File: config.mk
export PLATFORM = sky130hd
export DESIGN_NAME = mips_fetch_sequencer_flat
export DESIGN_NICKNAME = d
export VERILOG_FILES = /design/src/rtl/mips_fetch_sequencer_pkg.sv /design/src/rtl/mips_fetch_sequencer_if.sv /design/src/rtl/mips_fetch_queue.sv /design/src/rtl/mips_fetch_sequencer.sv /design/src/flat_wrapper.sv
export SDC_FILE = /design/constraint.sdc
export NUM_CORES = 1
export LEC_CHECK = 0
export ABC_AREA = 0
export CORE_ASPECT_RATIO = 0.75
export CORE_MARGIN = 2
export CORE_UTILIZATION = 45
export CTS_CLUSTER_DIAMETER = 60
export CTS_CLUSTER_SIZE = 16
export DETAILED_ROUTE_END_ITERATION = 8
export PLACE_DENSITY = 0.77
export REMOVE_ABC_BUFFERS = 1
export SETUP_SLACK_MARGIN = 0.02
export SYNTH_ARGS = -nofsm -noshare
export SYNTH_HDL_FRONTEND = slang
export SYNTH_SLANG_ARGS = --single-unit
File: constraint.sdc
create_clock -name clk -period 4.4 [get_ports clk]
set_input_delay 0.88 -clock clk [delete_from_list [all_inputs] [get_ports clk]]
set_output_delay 0.88 -clock clk [all_outputs]
set_load 0.005 [all_outputs]
File: src/rtl/mips_fetch_sequencer_pkg.sv
// Shared fetch-path parameters, the fetch state enum and the queue entry type.
package mips_fetch_sequencer_pkg;

    localparam int Instruction_Width          = 32;
    localparam int Instruction_Mem_Addr_Width = 6;
    // Not a power of two, so out-of-range redirect targets are representable.
    localparam int Instruction_Mem_Depth      = 48;

    typedef enum logic [1:0] {
        IDLE = 2'd0,
        RUN  = 2'd1,
        HALT = 2'd2
    } fetch_state_t;

    typedef struct packed {
        logic [Instruction_Mem_Addr_Width-1:0] pc;
        logic [Instruction_Width-1:0]          instr;
    } fetch_entry_t;

    // Sequential word index, wrapping at the top of instruction memory.
    function automatic logic [Instruction_Mem_Addr_Width-1:0] next_pc(
        input logic [Instruction_Mem_Addr_Width-1:0] pc
    );
        if (pc == Instruction_Mem_Addr_Width'(Instruction_Mem_Depth - 1))
            return '0;
        return pc + 1'b1;
    endfunction

endpackage

File: src/rtl/mips_fetch_sequencer_if.sv
// ROM bus, redirect request and decode handshake of the fetch sequencer.
interface mips_fetch_sequencer_if;
    import mips_fetch_sequencer_pkg::*;

    logic [Instruction_Mem_Addr_Width-1:0] rom_addr;
    logic [Instruction_Width-1:0]          rom_data;
    logic                                  redirect_valid;
    logic [Instruction_Mem_Addr_Width-1:0] redirect_addr;
    logic                                  out_valid;
    logic                                  out_ready;
    logic [Instruction_Width-1:0]          out_instr;
    logic [Instruction_Mem_Addr_Width-1:0] out_pc;
    logic                                  fault;

    modport master (
        output rom_addr, out_valid, out_instr, out_pc, fault,
        input  rom_data, redirect_valid, redirect_addr, out_ready
    );

    modport slave (
        input  rom_addr, out_valid, out_instr, out_pc, fault,
        output rom_data, redirect_valid, redirect_addr, out_ready
    );

endinterface

File: src/rtl/mips_fetch_queue.sv
// In-order {pc, instr} FIFO with flush; head is read straight from storage flops.
module mips_fetch_queue
    import mips_fetch_sequencer_pkg::*;
#(
    parameter int  DEPTH = 2,
    localparam int CNT_W = $clog2(DEPTH + 1),
    localparam int PTR_W = (DEPTH > 1) ? $clog2(DEPTH) : 1
) (
    input  logic         clk,
    input  logic         rst_n,
    input  logic         flush,
    input  logic         push,
    input  logic         pop,
    input  fetch_entry_t din,
    output fetch_entry_t head,
    output logic [CNT_W-1:0] count
);

    fetch_entry_t     mem_q [DEPTH];
    fetch_entry_t     mem_d [DEPTH];
    logic [PTR_W-1:0] rd_ptr_q, rd_ptr_d;
    logic [PTR_W-1:0] wr_ptr_q, wr_ptr_d;
    logic [CNT_W-1:0] count_q, count_d;

    function automatic logic [PTR_W-1:0] ptr_inc(input logic [PTR_W-1:0] p);
        return (p == PTR_W'(DEPTH - 1)) ? '0 : p + 1'b1;
    endfunction

    // Pointer/count bookkeeping; flush wins over push and pop.
    always_comb begin
        mem_d    = mem_q;
        rd_ptr_d = rd_ptr_q;
        wr_ptr_d = wr_ptr_q;
        count_d  = count_q;
        if (flush) begin
            rd_ptr_d = '0;
            wr_ptr_d = '0;
            count_d  = '0;
        end else begin
            if (push) begin
                mem_d[wr_ptr_q] = din;
                wr_ptr_d        = ptr_inc(wr_ptr_q);
            end
            if (pop)
                rd_ptr_d = ptr_inc(rd_ptr_q);
            if (push && !pop)
                count_d = count_q + 1'b1;
            else if (pop && !push)
                count_d = count_q - 1'b1;
        end
    end

    // Storage and pointers; storage clears so the head reads zero out of reset.
    always_ff @(posedge clk or negedge rst_n) begin
        if (!rst_n) begin
            for (int i = 0; i < DEPTH; i++)
                mem_q[i] <= '0;
            rd_ptr_q <= '0;
            wr_ptr_q <= '0;
            count_q  <= '0;
        end else begin
            mem_q    <= mem_d;
            rd_ptr_q <= rd_ptr_d;
            wr_ptr_q <= wr_ptr_d;
            count_q  <= count_d;
        end
    end

    assign head  = mem_q[rd_ptr_q];
    assign count = count_q;

endmodule

File: src/rtl/mips_fetch_sequencer.sv
// Fetch controller: owns fetch_pc, drives the ROM, queues words for decode, applies redirects.
module mips_fetch_sequencer
    import mips_fetch_sequencer_pkg::*;
#(
    parameter int Queue_Depth = 2,
    parameter int Reset_PC    = 0
) (
    input logic clk,
    input logic rst_n,
    input logic en,
    mips_fetch_sequencer_if.master bus
);

    localparam int         CNT_W  = $clog2(Queue_Depth + 1);
    localparam logic [1:0] S_IDLE = 2'(IDLE);
    localparam logic [1:0] S_RUN  = 2'(RUN);
    localparam logic [1:0] S_HALT = 2'(HALT);

    logic [1:0]                            state_q, state_d;
    logic [Instruction_Mem_Addr_Width-1:0] fetch_pc_q, fetch_pc_d;
    logic                                  fault_q, fault_d;

    logic             redir, redir_oob, push, pop, out_valid;
    logic [CNT_W-1:0] count;
    fetch_entry_t     head, din;

    assign out_valid = (count != '0);
    assign pop       = out_valid && bus.out_ready;
    // HALT ignores redirects entirely.
    assign redir     = bus.redirect_valid && (state_q != S_HALT);
    assign redir_oob = bus.redirect_addr >= Instruction_Mem_Addr_Width'(Instruction_Mem_Depth);
    // A full queue still accepts a word when the head leaves in the same cycle.
    assign push      = (state_q == S_RUN) && en && !redir &&
                       ((count < CNT_W'(Queue_Depth)) ||
                        ((count == CNT_W'(Queue_Depth)) && pop));
    assign din       = '{pc: fetch_pc_q, instr: bus.rom_data};

    mips_fetch_queue #(.DEPTH(Queue_Depth)) u_queue (
        .clk   (clk),
        .rst_n (rst_n),
        .flush (redir),
        .push  (push),
        .pop   (pop),
        .din   (din),
        .head  (head),
        .count (count)
    );

    // State, fetch_pc and fault updates; redirect outranks sequential fetch.
    always_comb begin
        state_d    = state_q;
        fetch_pc_d = fetch_pc_q;
        fault_d    = fault_q;
        if (redir) begin
            if (redir_oob) begin
                fault_d = 1'b1;
                state_d = S_HALT;
            end else begin
                fetch_pc_d = bus.redirect_addr;
                if (state_q == S_RUN && !en)
                    state_d = S_IDLE;
            end
        end else begin
            if (push)
                fetch_pc_d = next_pc(fetch_pc_q);
            case (state_q)
                S_IDLE:  if (en)  state_d = S_RUN;
                S_RUN:   if (!en) state_d = S_IDLE;
                default: state_d = state_q;
            endcase
        end
    end

    // Control flops; everything clears asynchronously.
    always_ff @(posedge clk or negedge rst_n) begin
        if (!rst_n) begin
            state_q    <= S_IDLE;
            fetch_pc_q <= Instruction_Mem_Addr_Width'(Reset_PC);
            fault_q    <= 1'b0;
        end else begin
            state_q    <= state_d;
            fetch_pc_q <= fetch_pc_d;
            fault_q    <= fault_d;
        end
    end

    assign bus.rom_addr  = fetch_pc_q;
    assign bus.out_valid = out_valid;
    assign bus.out_instr = head.instr;
    assign bus.out_pc    = head.pc;
    assign bus.fault     = fault_q;

endmodule

File: src/flat_wrapper.sv
// flat-port wrapper written by rule: the top's interface ports become plain ports
module mips_fetch_sequencer_flat import mips_fetch_sequencer_pkg::*;
#(
    parameter int Queue_Depth = 2,
    parameter int Reset_PC    = 0
)
  (clk, rst_n, en, bus_rom_addr, bus_out_valid, bus_out_instr, bus_out_pc, bus_fault, bus_rom_data, bus_redirect_valid, bus_redirect_addr, bus_out_ready);
  mips_fetch_sequencer_if bus_i ();
  input logic clk;
  input logic rst_n;
  input logic en;
  output wire logic [$bits(bus_i.rom_addr)-1:0] bus_rom_addr;
  output wire logic [$bits(bus_i.out_valid)-1:0] bus_out_valid;
  output wire logic [$bits(bus_i.out_instr)-1:0] bus_out_instr;
  output wire logic [$bits(bus_i.out_pc)-1:0] bus_out_pc;
  output wire logic [$bits(bus_i.fault)-1:0] bus_fault;
  input wire logic [$bits(bus_i.rom_data)-1:0] bus_rom_data;
  input wire logic [$bits(bus_i.redirect_valid)-1:0] bus_redirect_valid;
  input wire logic [$bits(bus_i.redirect_addr)-1:0] bus_redirect_addr;
  input wire logic [$bits(bus_i.out_ready)-1:0] bus_out_ready;
  assign bus_rom_addr = bus_i.rom_addr;
  assign bus_out_valid = bus_i.out_valid;
  assign bus_out_instr = bus_i.out_instr;
  assign bus_out_pc = bus_i.out_pc;
  assign bus_fault = bus_i.fault;
  assign bus_i.rom_data = bus_rom_data;
  assign bus_i.redirect_valid = bus_redirect_valid;
  assign bus_i.redirect_addr = bus_redirect_addr;
  assign bus_i.out_ready = bus_out_ready;
  mips_fetch_sequencer #(.Queue_Depth(Queue_Depth), .Reset_PC(Reset_PC)) u_core (.clk(clk), .rst_n(rst_n), .en(en), .bus(bus_i));
endmodule
Word-level counts from Yosys, hierarchy flattened
Index checks and enable logic that the tools add are counted.
{ "classes": {"bitwise_logic": 3, "n_eq_ne": 8, "n_mux": 29, "order_cmp": 5, "n_reduce_logical": 25, "add_sub_neg": 5} }
{ "op_table": {"columns": ["op", "count"], "rows": [
  ["$mux 38", 4],
  ["$bwmux 76", 1],
  ["$demux 38 s1", 1],
  ["$mux 6", 5],
  ["$mux 2", 8],
  ["$logic_and 1x1->1", 10],
  ["$mux 1", 9],
  ["$add 6x1->6 const B", 1],
  ["$eq 6x6->1 const B", 1],
  ["$ge 6x6->1 const B", 1],
  ["$ne 3x2->1 const B", 2],
  ["$reduce_and 2->1", 3],
  ["$reduce_bool 2->1", 3],
  ["$reduce_bool 3->1", 2],
  ["$ge 2x2->1 const B", 2],
  ["$logic_not 1->1", 4],
  ["$ne 2x2->1 const B", 2],
  ["$not 1->2", 2],
  ["$pmux 2 s2", 1],
  ["$reduce_and 4->1", 1],
  ["$ne 3x3->1 const B", 1],
  ["$add 1x1->1 const B", 2],
  ["$add 2x1->2 const B", 1],
  ["$eq 2x1->1 const B", 1],
  ["7 further kinds", 7]
]} }
{ "word_totals": {"input_bits": 43, "wordCells": 85, "out_inout_bits": 46, "regBits": 89} }

Logic depth before layout (Yosys ltp)
Gate-level depths: netlist of the first run.
{ "logic_depth": {"ltp_word": 10, "mapped_depth": 8} }

Cells and area by module
From an unflattened synthesis of the first run, not the netlist that was laid out.
{ "unflattened": {"hier_cells": 280, "hier_area_um2": 4205.3} }
{ "by_module_without_submodules": {"columns": ["module", "cells_per_inst", "n_inst", "area_per_inst_um2"], "rows": [
  ["mips_fetch_queue", 221, 1, 3652.3],
  ["mips_fetch_sequencer", 59, 1, 553.0]
]} }

Least setup slack after synthesis of the first run
Ideal clock, no wire load.
{ "synth_timing": {"path_kind": "input to register", "from": "input bus_out_ready", "to": "register u_core.u_queue.count_q[1], in the netlist u_core.u_queue.count[1]", "path_stages": 6, "setup_time_ps": 77, "n_path_buf": 0, "arrival_time_ps": 2141, "setup_slack_ps": 2182, "cell_sequence": "nor2b_1 -> o2111ai_4 -> inv_2 -> ha_1 -> or3_1 -> a21oi_1"} }
{ "synth_between": {"elab_chain_len": 7} }
{ "synth_lines": {"columns": ["element", "line_no", "rtl"], "rows": [
  ["start: declaration", "flat_wrapper.sv:20", "input wire logic [$bits(bus_i.out_ready)-1:0] bus_out_ready;"],
  ["$logic_and 1x1->1 *", "mips_fetch_sequencer.sv:28", "assign pop = out_valid && bus.out_ready;"],
  ["$logic_and 1x1->1", "mips_fetch_sequencer.sv:35", "((count == CNT_W'(Queue_Depth)) && pop));"],
  ["$logic_or 1x1->1", "mips_fetch_sequencer.sv:34", "((count < CNT_W'(Queue_Depth)) ||"],
  ["$logic_and 1x1->1", "mips_fetch_sequencer.sv:33", "assign push = (state_q == S_RUN) && en && !redir &&"],
  ["$logic_and 1x1->1 / $logic_not 1->1 (equally long branches)", "mips_fetch_queue.sv:46, mips_fetch_queue.sv:48", null],
  ["$mux 2 / $logic_and 1x1->1 (equally long branches)", "mips_fetch_queue.sv:46, mips_fetch_queue.sv:48", null],
  ["$mux 2 / $reduce_bool 3->1 (equally long branches)", null, null],
  ["end signal: assignment", "mips_fetch_queue.sv:65", "count_q <= count_d;"],
  ["end: declaration", "mips_fetch_queue.sv:23", "logic [CNT_W-1:0] count_q, count_d;"]
]} }
Mark *: on every way between the ends. The rest lies on a longest branch, timed or not.
A chain may end at the register's enable or synchronous reset.

Final worst setup path of the first run
{ "layout_timing": {"from": "register u_core.u_queue.rd_ptr_q", "to": "output bus_out_instr[25]"} }
{ "layout_between": {"elab_chain_len": 4} }
{ "layout_lines": {"columns": ["element", "line_no", "rtl"], "rows": [
  ["start: declaration", "mips_fetch_queue.sv:21", "logic [PTR_W-1:0] rd_ptr_q, rd_ptr_d;"],
  ["start signal: assignment", "mips_fetch_queue.sv:63", "rd_ptr_q <= rd_ptr_d;"],
  ["$not 1->2 (not written as such)", "mips_fetch_queue.sv:69", "assign head = mem_q[rd_ptr_q];"],
  ["$mux 38 (not written as such) (3 in series)", "mips_fetch_queue.sv:69", null],
  ["end: declaration", "flat_wrapper.sv:14", "output wire logic [$bits(bus_i.out_instr)-1:0] bus_out_instr;"]
]} }
No other way between the ends. The select of a mux whose other input is x is not followed.

==> results of run 1 <==
==> cells in the mapped netlist (2+ instances only) <==
cell	instances	area, µm²
a22oi_1	2	15.0
mux2_4	20	300
mux2_2	96	1080
a21oi_1	4	20.0
ha_1	2	25.0
nand3_1	6	30.0
dfrtp_1	89	2230
o21ai_0	3	15.0
nand2_1	6	22.5
a2bb2oi_1	2	17.5
clkbuf_1	2	7.51
xor2_1	3	26.3
nand2b_1	2	12.5
buf_6	6	67.6
nor2_1	4	15.0
o22ai_1	2	12.5
a22o_1	2	17.5
inv_1	3	11.3
buf_2	4	20.0
==> critical path, stage by stage (launching register included) <==
cell	delay [ns]
dfrtp_2	0.99
mux2_2	0.42
clkdlybuf4s50_1	0.47
==> cell families after synthesis <==
| group | count (synthesis) | synth area share [%] |
|---|---|---|
| adder cells (fa/ha/maj) | 2 | 0.608 |
| AO/OA/AOI/OAI | 24 | 4.68 |
| multiplexers | 117 | 33.8 |
| buffers and inverters | 18 | 2.95 |
| flip-flops | 89 | 54.1 |
| XOR/XNOR | 3 | 0.638 |
| AND/OR/NAND/NOR | 25 | 3.22 |
==> registers in the layout, indices dropped and copies added, names as in the netlist <==
register	flops
u_core.u_queue.count	2
u_core.u_queue.mem_q	76
u_core.state_q	2
u_core.u_queue.rd_ptr_q	1
u_core.bus.fault	1
u_core.u_queue.wr_ptr_q	1
u_core.bus.rom_addr	6
==> per-layer routing <==
metal	vias to the layer above	track usage, %	share of wire (%)
li1	1179	-	-
met1	1281	24.2	47
met2	78	27.4	45
met3	10	6.57	7.1
met4	0	3.66	0.85
met5	-	0	0
==> power groups by stage <==
stage,sequential (µW),clock [µW],combinational [µW]
6_report,1150,746,684
5_1_grt,1170,805,745
4_1_cts,1150,764,695
3_3_place_gp,1150,0,678
3_5_place_dp,1160,0,687
2_1_floorplan,1100,0,346
==> layout by cell type, fill, tap and decap left out, types with 4 or more instances in the layout <==
master / Yosys / layout
clkdlybuf4s50_1: 0 / 87
a21oi_1: 4 / 4
nand3_1: 6 / 6
buf_4: 1 / 4
mux2_4: 20 / 20
nand2_1: 6 / 6
mux2_2: 96 / 96
clkbuf_16: 0 / 9
dfrtp_1: 89 / 88
==> stage by stage <==
step	power [µW]	cells
4_1_cts	2610	483
3_3_place_gp	1830	467
6_report	2580	483
3_5_place_dp	1850	467
5_1_grt	2720	483
2_1_floorplan	1440	264
==> final cells by class <==
type                            instances  area, µm²
Multi-Input combinational cell        171       1780
Clock buffer                           11        233
Sequential cell                        89       2230
Fill cell                             738       3620
Clock inverter                          5       56.3
Timing Repair Buffer                   91        901
Inverter                                4       15.0
Tap cell                              112        140
==> path summary, 6_finish.rpt <==
path | start | end | cells after the start
min reg2reg | u_core.u_queue.mem_q[1] | u_core.u_queue.mem_q[1] | 1
max | u_core.u_queue.rd_ptr_q | bus_out_instr[25] | 2
max reg2reg | u_core.u_queue.count[0] | u_core.u_queue.mem_q[17] | 6
min | u_core.u_queue.mem_q[1] | u_core.u_queue.mem_q[1] | 1
max in group asynchronous | rst_n | u_core.u_queue.mem_q[44] | 2
min in group asynchronous | rst_n | u_core.u_queue.mem_q[28] | 1
==> metrics.md, run 1 <==
| Metric | Value |
|---|---|
| Largest net degree at the start of global routing | `72` |
| Initial core utilization | `45.9%` |
| Leak Pwr | `0.00250 µW` |
| Peak Freq | `321 MHz` |
| Clock Latency Late Sink | `0.33 ns` |
| Core Rows | `30` |
| First-pass DRT Iterations | `4` |
| Fin Clk Skew | `0.00644 ns` |
| Logic pwr share | `26.5%` |
| Share of flip-flops with an asynchronous set or reset | `100%` |
| # nets final | `411` |
| Antenna viol nets, final | `0` |
| Hold buffer count at CTS | `0` |
| Switching power total | `693 µW` |
| Crit Path Category | `reg -> out` |
| Slew Limit Fails | `0` |
| Final core utilization | `59.6%` |
| Clock network fraction of total power | `29.0%` |
| Cell area power density | `482 mW/mm²` |
| Period utilisation layout | `70.8%` |
| Worst-path clk slew | `0.06 ns` |
| First DRT Iteration DRCs | `98` |
| Initial antenna violation count | `0` |
| Power share of the sequential group | `44.5%` |
| Seq cells post-synth | `89` |
| Hold_ws | `0.501 ns` |
| # setup viols final | `0` |
| Period minus WS final | `3.12 ns` |
| Worst-path fanout max | `39` |
| ANT cells | `0` |
| Post-Route WL | `8200 µm` |
| Top_reg_cell synth | `dfrtp_1` |
| Pre-CTS setup slack | `1.02 ns` |
| # DRC | `0` |
| Hold Path Class | `reg -> reg` |
| Chip height | `86.8 µm` |
| WP data arrival | `2.24 ns` |
| Global-route wire length before repair | `13800 µm` |
| Tot GR Track Use | `17.7%` |
| Worst Max-Slew Pin Slew | `0.960 ns` |
| Register-to-register setup slack | `2.00 ns` |
| Post-CTS Setup Bufs | `0` |
| Post-route worst setup slack | `1.28 ns` |
| EDFF count, synth | `0` |
| Avg Cell Area, Syn | `14.8 µm²` |
| RePlAce Congestion | `0.813` |
| Layout area overhead | `29.9%` |
| Max Cap Viol | `0` |
| Synth warn | `0` |
| Switching share of total power | `26.9%` |
| Port buffer count | `88` |
| Die footprint | `0.00994 mm²` |
| CTS Buf Count | `9` |
| Gr ovfl total | `0` |
| DR vias | `2548` |
| IR drop worst, VDD | `270 µV` |
| RSZ-0062 raised after global routing | `false` |
| Design area | `0.00535 mm²` |
| Vias/cell | `5.28` |
| Max transition margin | `36.0%` |
| Post-synthesis cell count | `278` |
| Register area share after synthesis | `54.1%` |
| Post-DP HPWL | `5400 µm` |
| Final Hold Fails | `0` |
| Clk root buf | `clkbuf_16` |
| Synthesized area | `0.00412 mm²` |
| H-Tree Depth | `3` |
| Startpoint types | `flip-flop` |
| Status | `finished, final reports clean` |
| Netlist cell types | `39` |
| Placed Area | `0.00506 mm²` |
| Std-Cell Core Area | `0.00897 mm²` |
| IO Count | `89` |
| Vias in the first global route | `2769` |
| Die X | `114 µm` |
| CTS Buffer Depth | `2` |
| Internal power | `1880 µW` |
| Post-CTS sizing | `0` |
| Setup crit end kind | `primary output` |
| Sink Count | `89` |
| Fraction of layout cells with a size suffix above 1 | `38.5%` |
| Req. time, crit path | `3.52 ns` |
| TritonCTS clock tree | `built` |
| Drt wl/cell | `17.0 µm` |
| Setup TNS | `0 ns` |
(Power assumes the default switching activity.)
==> run 2: changes to the inputs <==
--- a/config.mk
+++ b/config.mk
@@ -12,7 +12,7 @@
 export CTS_CLUSTER_DIAMETER = 60
 export CTS_CLUSTER_SIZE = 16
 export DETAILED_ROUTE_END_ITERATION = 8
-export PLACE_DENSITY = 0.77
+export PLACE_DENSITY = 0.8
 export REMOVE_ABC_BUFFERS = 1
 export SETUP_SLACK_MARGIN = 0.02
 export SYNTH_ARGS = -nofsm -noshare
==> constraint.sdc (replaced) <==
create_clock -name clk -period 2.7 [get_ports clk]
set_input_delay 0.54 -clock clk [delete_from_list [all_inputs] [get_ports clk]]
set_output_delay 0.54 -clock clk [all_outputs]
set_load 0.005 [all_outputs]
==> run 2 against run 1 <==
Wire length is 2.0% higher. First-iteration DRC count rose by 44%. Critical path depth grew 1. Critical path type unchanged. Critical endpoint is now bus_out_pc[2]. Largest cell class unchanged.
==> metrics.md, run 2 (synthesis results as in run 1) <==
| Metric | Value |
|---|---|
| # DRC | `0 (unchanged)` |
| Post-DP HPWL | `5570 µm (+3.2%)` |
| Cell area power density | `794 mW/mm² (+65%)` |
| Placed Area | `0.00512 mm² (+1.2%)` |
| DR vias | `2607 (+2.3%)` |
| Switching share of total power | `26.1% (-0.76 points)` |
| Port buffer count | `88 (unchanged)` |
| IR drop worst, VDD | `443 µV (+64%)` |
| Worst Max-Slew Pin Slew | `0.586 ns (-0.374 ns)` |
| Max transition margin | `60.9% (+25 points)` |
| Most frequent cells in the layout | `mux2_2 (96), dfrtp_1 (88), clkdlybuf4s50_1 (87), mux2_4 (20), clkbuf_16 (9)` |
| Drt wl/cell | `17.2 µm (+1.4%)` |
| Clk root buf | `clkbuf_16` |
| Die footprint | `0.00994 mm² (unchanged)` |
| IO Count | `89 (unchanged)` |
| Max Cap Viol | `0 (unchanged)` |
| Req. time, crit path | `2.16 ns (-1.36 ns)` |
| Std-Cell Core Area | `0.00897 mm² (unchanged)` |
| # nets final | `414 (+0.73%)` |
| Peak Freq | `410 MHz` |
| Largest register FFs | `76 (unchanged)` |
| Status | `finished, final reports clean` |
| Setup crit end kind | `primary output` |
| Die X | `114 µm (unchanged)` |
| Worst-path clk slew | `0.06 ns (about the same)` |
| Design area | `0.00543 mm² (+1.6%)` |
| Switching power total | `1130 µW (+63%)` |
| Pre-CTS setup slack | `0.181 ns (-0.843 ns)` |
| Commonest non-fill, non-tap cell in the layout | `mux2_2` |
| Post-Route WL | `8360 µm (+2.0%)` |
| Sink Count | `89 (unchanged)` |
| Logic pwr share | `29.1% (+2.6 points)` |
| Most flops, register | `u_core.u_queue.mem_q` |
| Startpoint types | `flip-flop` |
| Internal power | `3190 µW (+69%)` |
| Vias/cell | `5.36 (+1.7%)` |
| Worst R2R Start | `u_core.u_queue.count[0]` |
| Core Rows | `30 (unchanged)` |
| Slew Limit Fails | `0 (unchanged)` |
| ANT cells | `0 (unchanged)` |
| Final Hold Fails | `0 (unchanged)` |
| Power share of the sequential group | `40.7% (-3.8 points)` |
| Clock Latency Late Sink | `0.33 ns (about the same)` |
| Initial antenna violation count | `0 (unchanged)` |
| Cells after DPL | `470 (+0.64%)` |
| RePlAce Congestion | `0.911 (+12%)` |
| Final core utilization | `60.6% (+0.95 points)` |
| Leak Pwr | `0.00254 µW (+1.6%)` |
| Initial core utilization | `45.9% (unchanged)` |
| Post-CTS Setup Bufs | `0 (unchanged)` |
| Gr ovfl total | `0 (unchanged)` |
| Period utilisation layout | `90.3%` |
| Worst-path fanout max | `26 (-33%)` |
| Largest net degree at the start of global routing | `46 (-36%)` |
| Global-route wire length before repair | `14100 µm (+2.1%)` |
| Vias in the first global route | `2783 (+0.51%)` |
| Fraction of layout cells with a size suffix above 1 | `38.8% (+0.23 points)` |
| Post-route worst setup slack | `0.263 ns (-1.02 ns)` |
| CTS Buf Count | `9 (unchanged)` |
| Layout Cells excl Fill | `486 (+0.62%)` |
| Clock network fraction of total power | `30.2% (+1.2 points)` |
| Crit Path Category | `reg -> out` |
| Layout area overhead | `32.0%` |
| Period minus WS final | `2.44 ns` |
| Setup TNS | `0 ns (unchanged)` |
| Antenna viol nets, final | `0 (unchanged)` |
| CTS Buffer Depth | `2 (unchanged)` |
| # setup viols final | `0 (unchanged)` |
| WP data arrival | `1.90 ns (-0.34 ns)` |
| First-pass DRT Iterations | `4 (unchanged)` |
| H-Tree Depth | `3 (unchanged)` |
| First DRT Iteration DRCs | `141 (+44%)` |
| Hold Path Class | `in -> async` |
| RSZ-0062 raised after global routing | `false` |
| Chip height | `86.8 µm (unchanged)` |
| Critical Path Start | `u_core.u_queue.rd_ptr_q` |
| Hold buffer count at CTS | `0 (unchanged)` |
| Tot GR Track Use | `18.2% (+0.49 points)` |
| TritonCTS clock tree | `built` |
| Register-to-register setup slack | `0.80 ns (-1.20 ns)` |
| Post-CTS sizing | `0 (unchanged)` |
| Fin Clk Skew | `0.00552 ns (-0.000915 ns)` |
run 2: changes by cell type in the layout (fill, tap and decap cells not counted):
cell / before / now
bufinv_16: 1 / 2
clkinv_4: 1 / 2
buf_12: 0 / 3
clkinv_2: 2 / 0
clkinvlp_4: 1 / 0
clkbuf_1: 2 / 3
run 2: final cells by class:
class / count / area [µm²]
multi-input cells: 171 / 1780
well taps: 112 / 140
inverters: 4 / 15.0
fillers: 737 / 3540
clock inverters: 4 / 77.6
clock buffers: 12 / 236
flip-flops and latches: 89 / 2230
repair buffers: 94 / 961
run 2: through the flow:
step	hold WS, ns	power (µW)
floorplan	0.244	2350
global placement	0.470	3000
detailed placement	0.470	3040
CTS	0.230	4360
global route	0.261	4560
finish	0.210	4320
run 2: worst max-delay path, stage by stage, from the launching register on:
cell and delay [ns]:
dfrtp_2 0.35, buf_4 0.35, mux2_2 0.41, clkdlybuf4s50_1 0.45
run 2: worst paths after layout:
kind                                       endpoint  depth (start not counted)
min in group clk                   u_core.bus.fault                          1
max in group asynchronous  u_core.u_queue.mem_q[42]                          2
setup reg to reg           u_core.u_queue.mem_q[10]                          6
hold / removal              u_core.u_queue.mem_q[0]                          1
hold reg to reg                    u_core.bus.fault                          1
setup / recovery                      bus_out_pc[2]                          3
run 2: per-layer routing:
metal,track usage [%],share of wire [%],vias to the layer above
met4,4.77,1.3,0
met1,25.0,45,1315
met3,4.27,5.7,14
met5,0,0,-
li1,-,-,1186
met2,29.4,48,92
run 2: power by group through the flow:
stage / registers (µW) / clock network, µW / logic [µW]
after floorplan: 1790 / 0 / 564
after detailed placement: 1780 / 0 / 1260
after global routing: 1790 / 1400 / 1370
after global placement: 1760 / 0 / 1240
after CTS: 1760 / 1330 / 1270
final: 1760 / 1300 / 1260
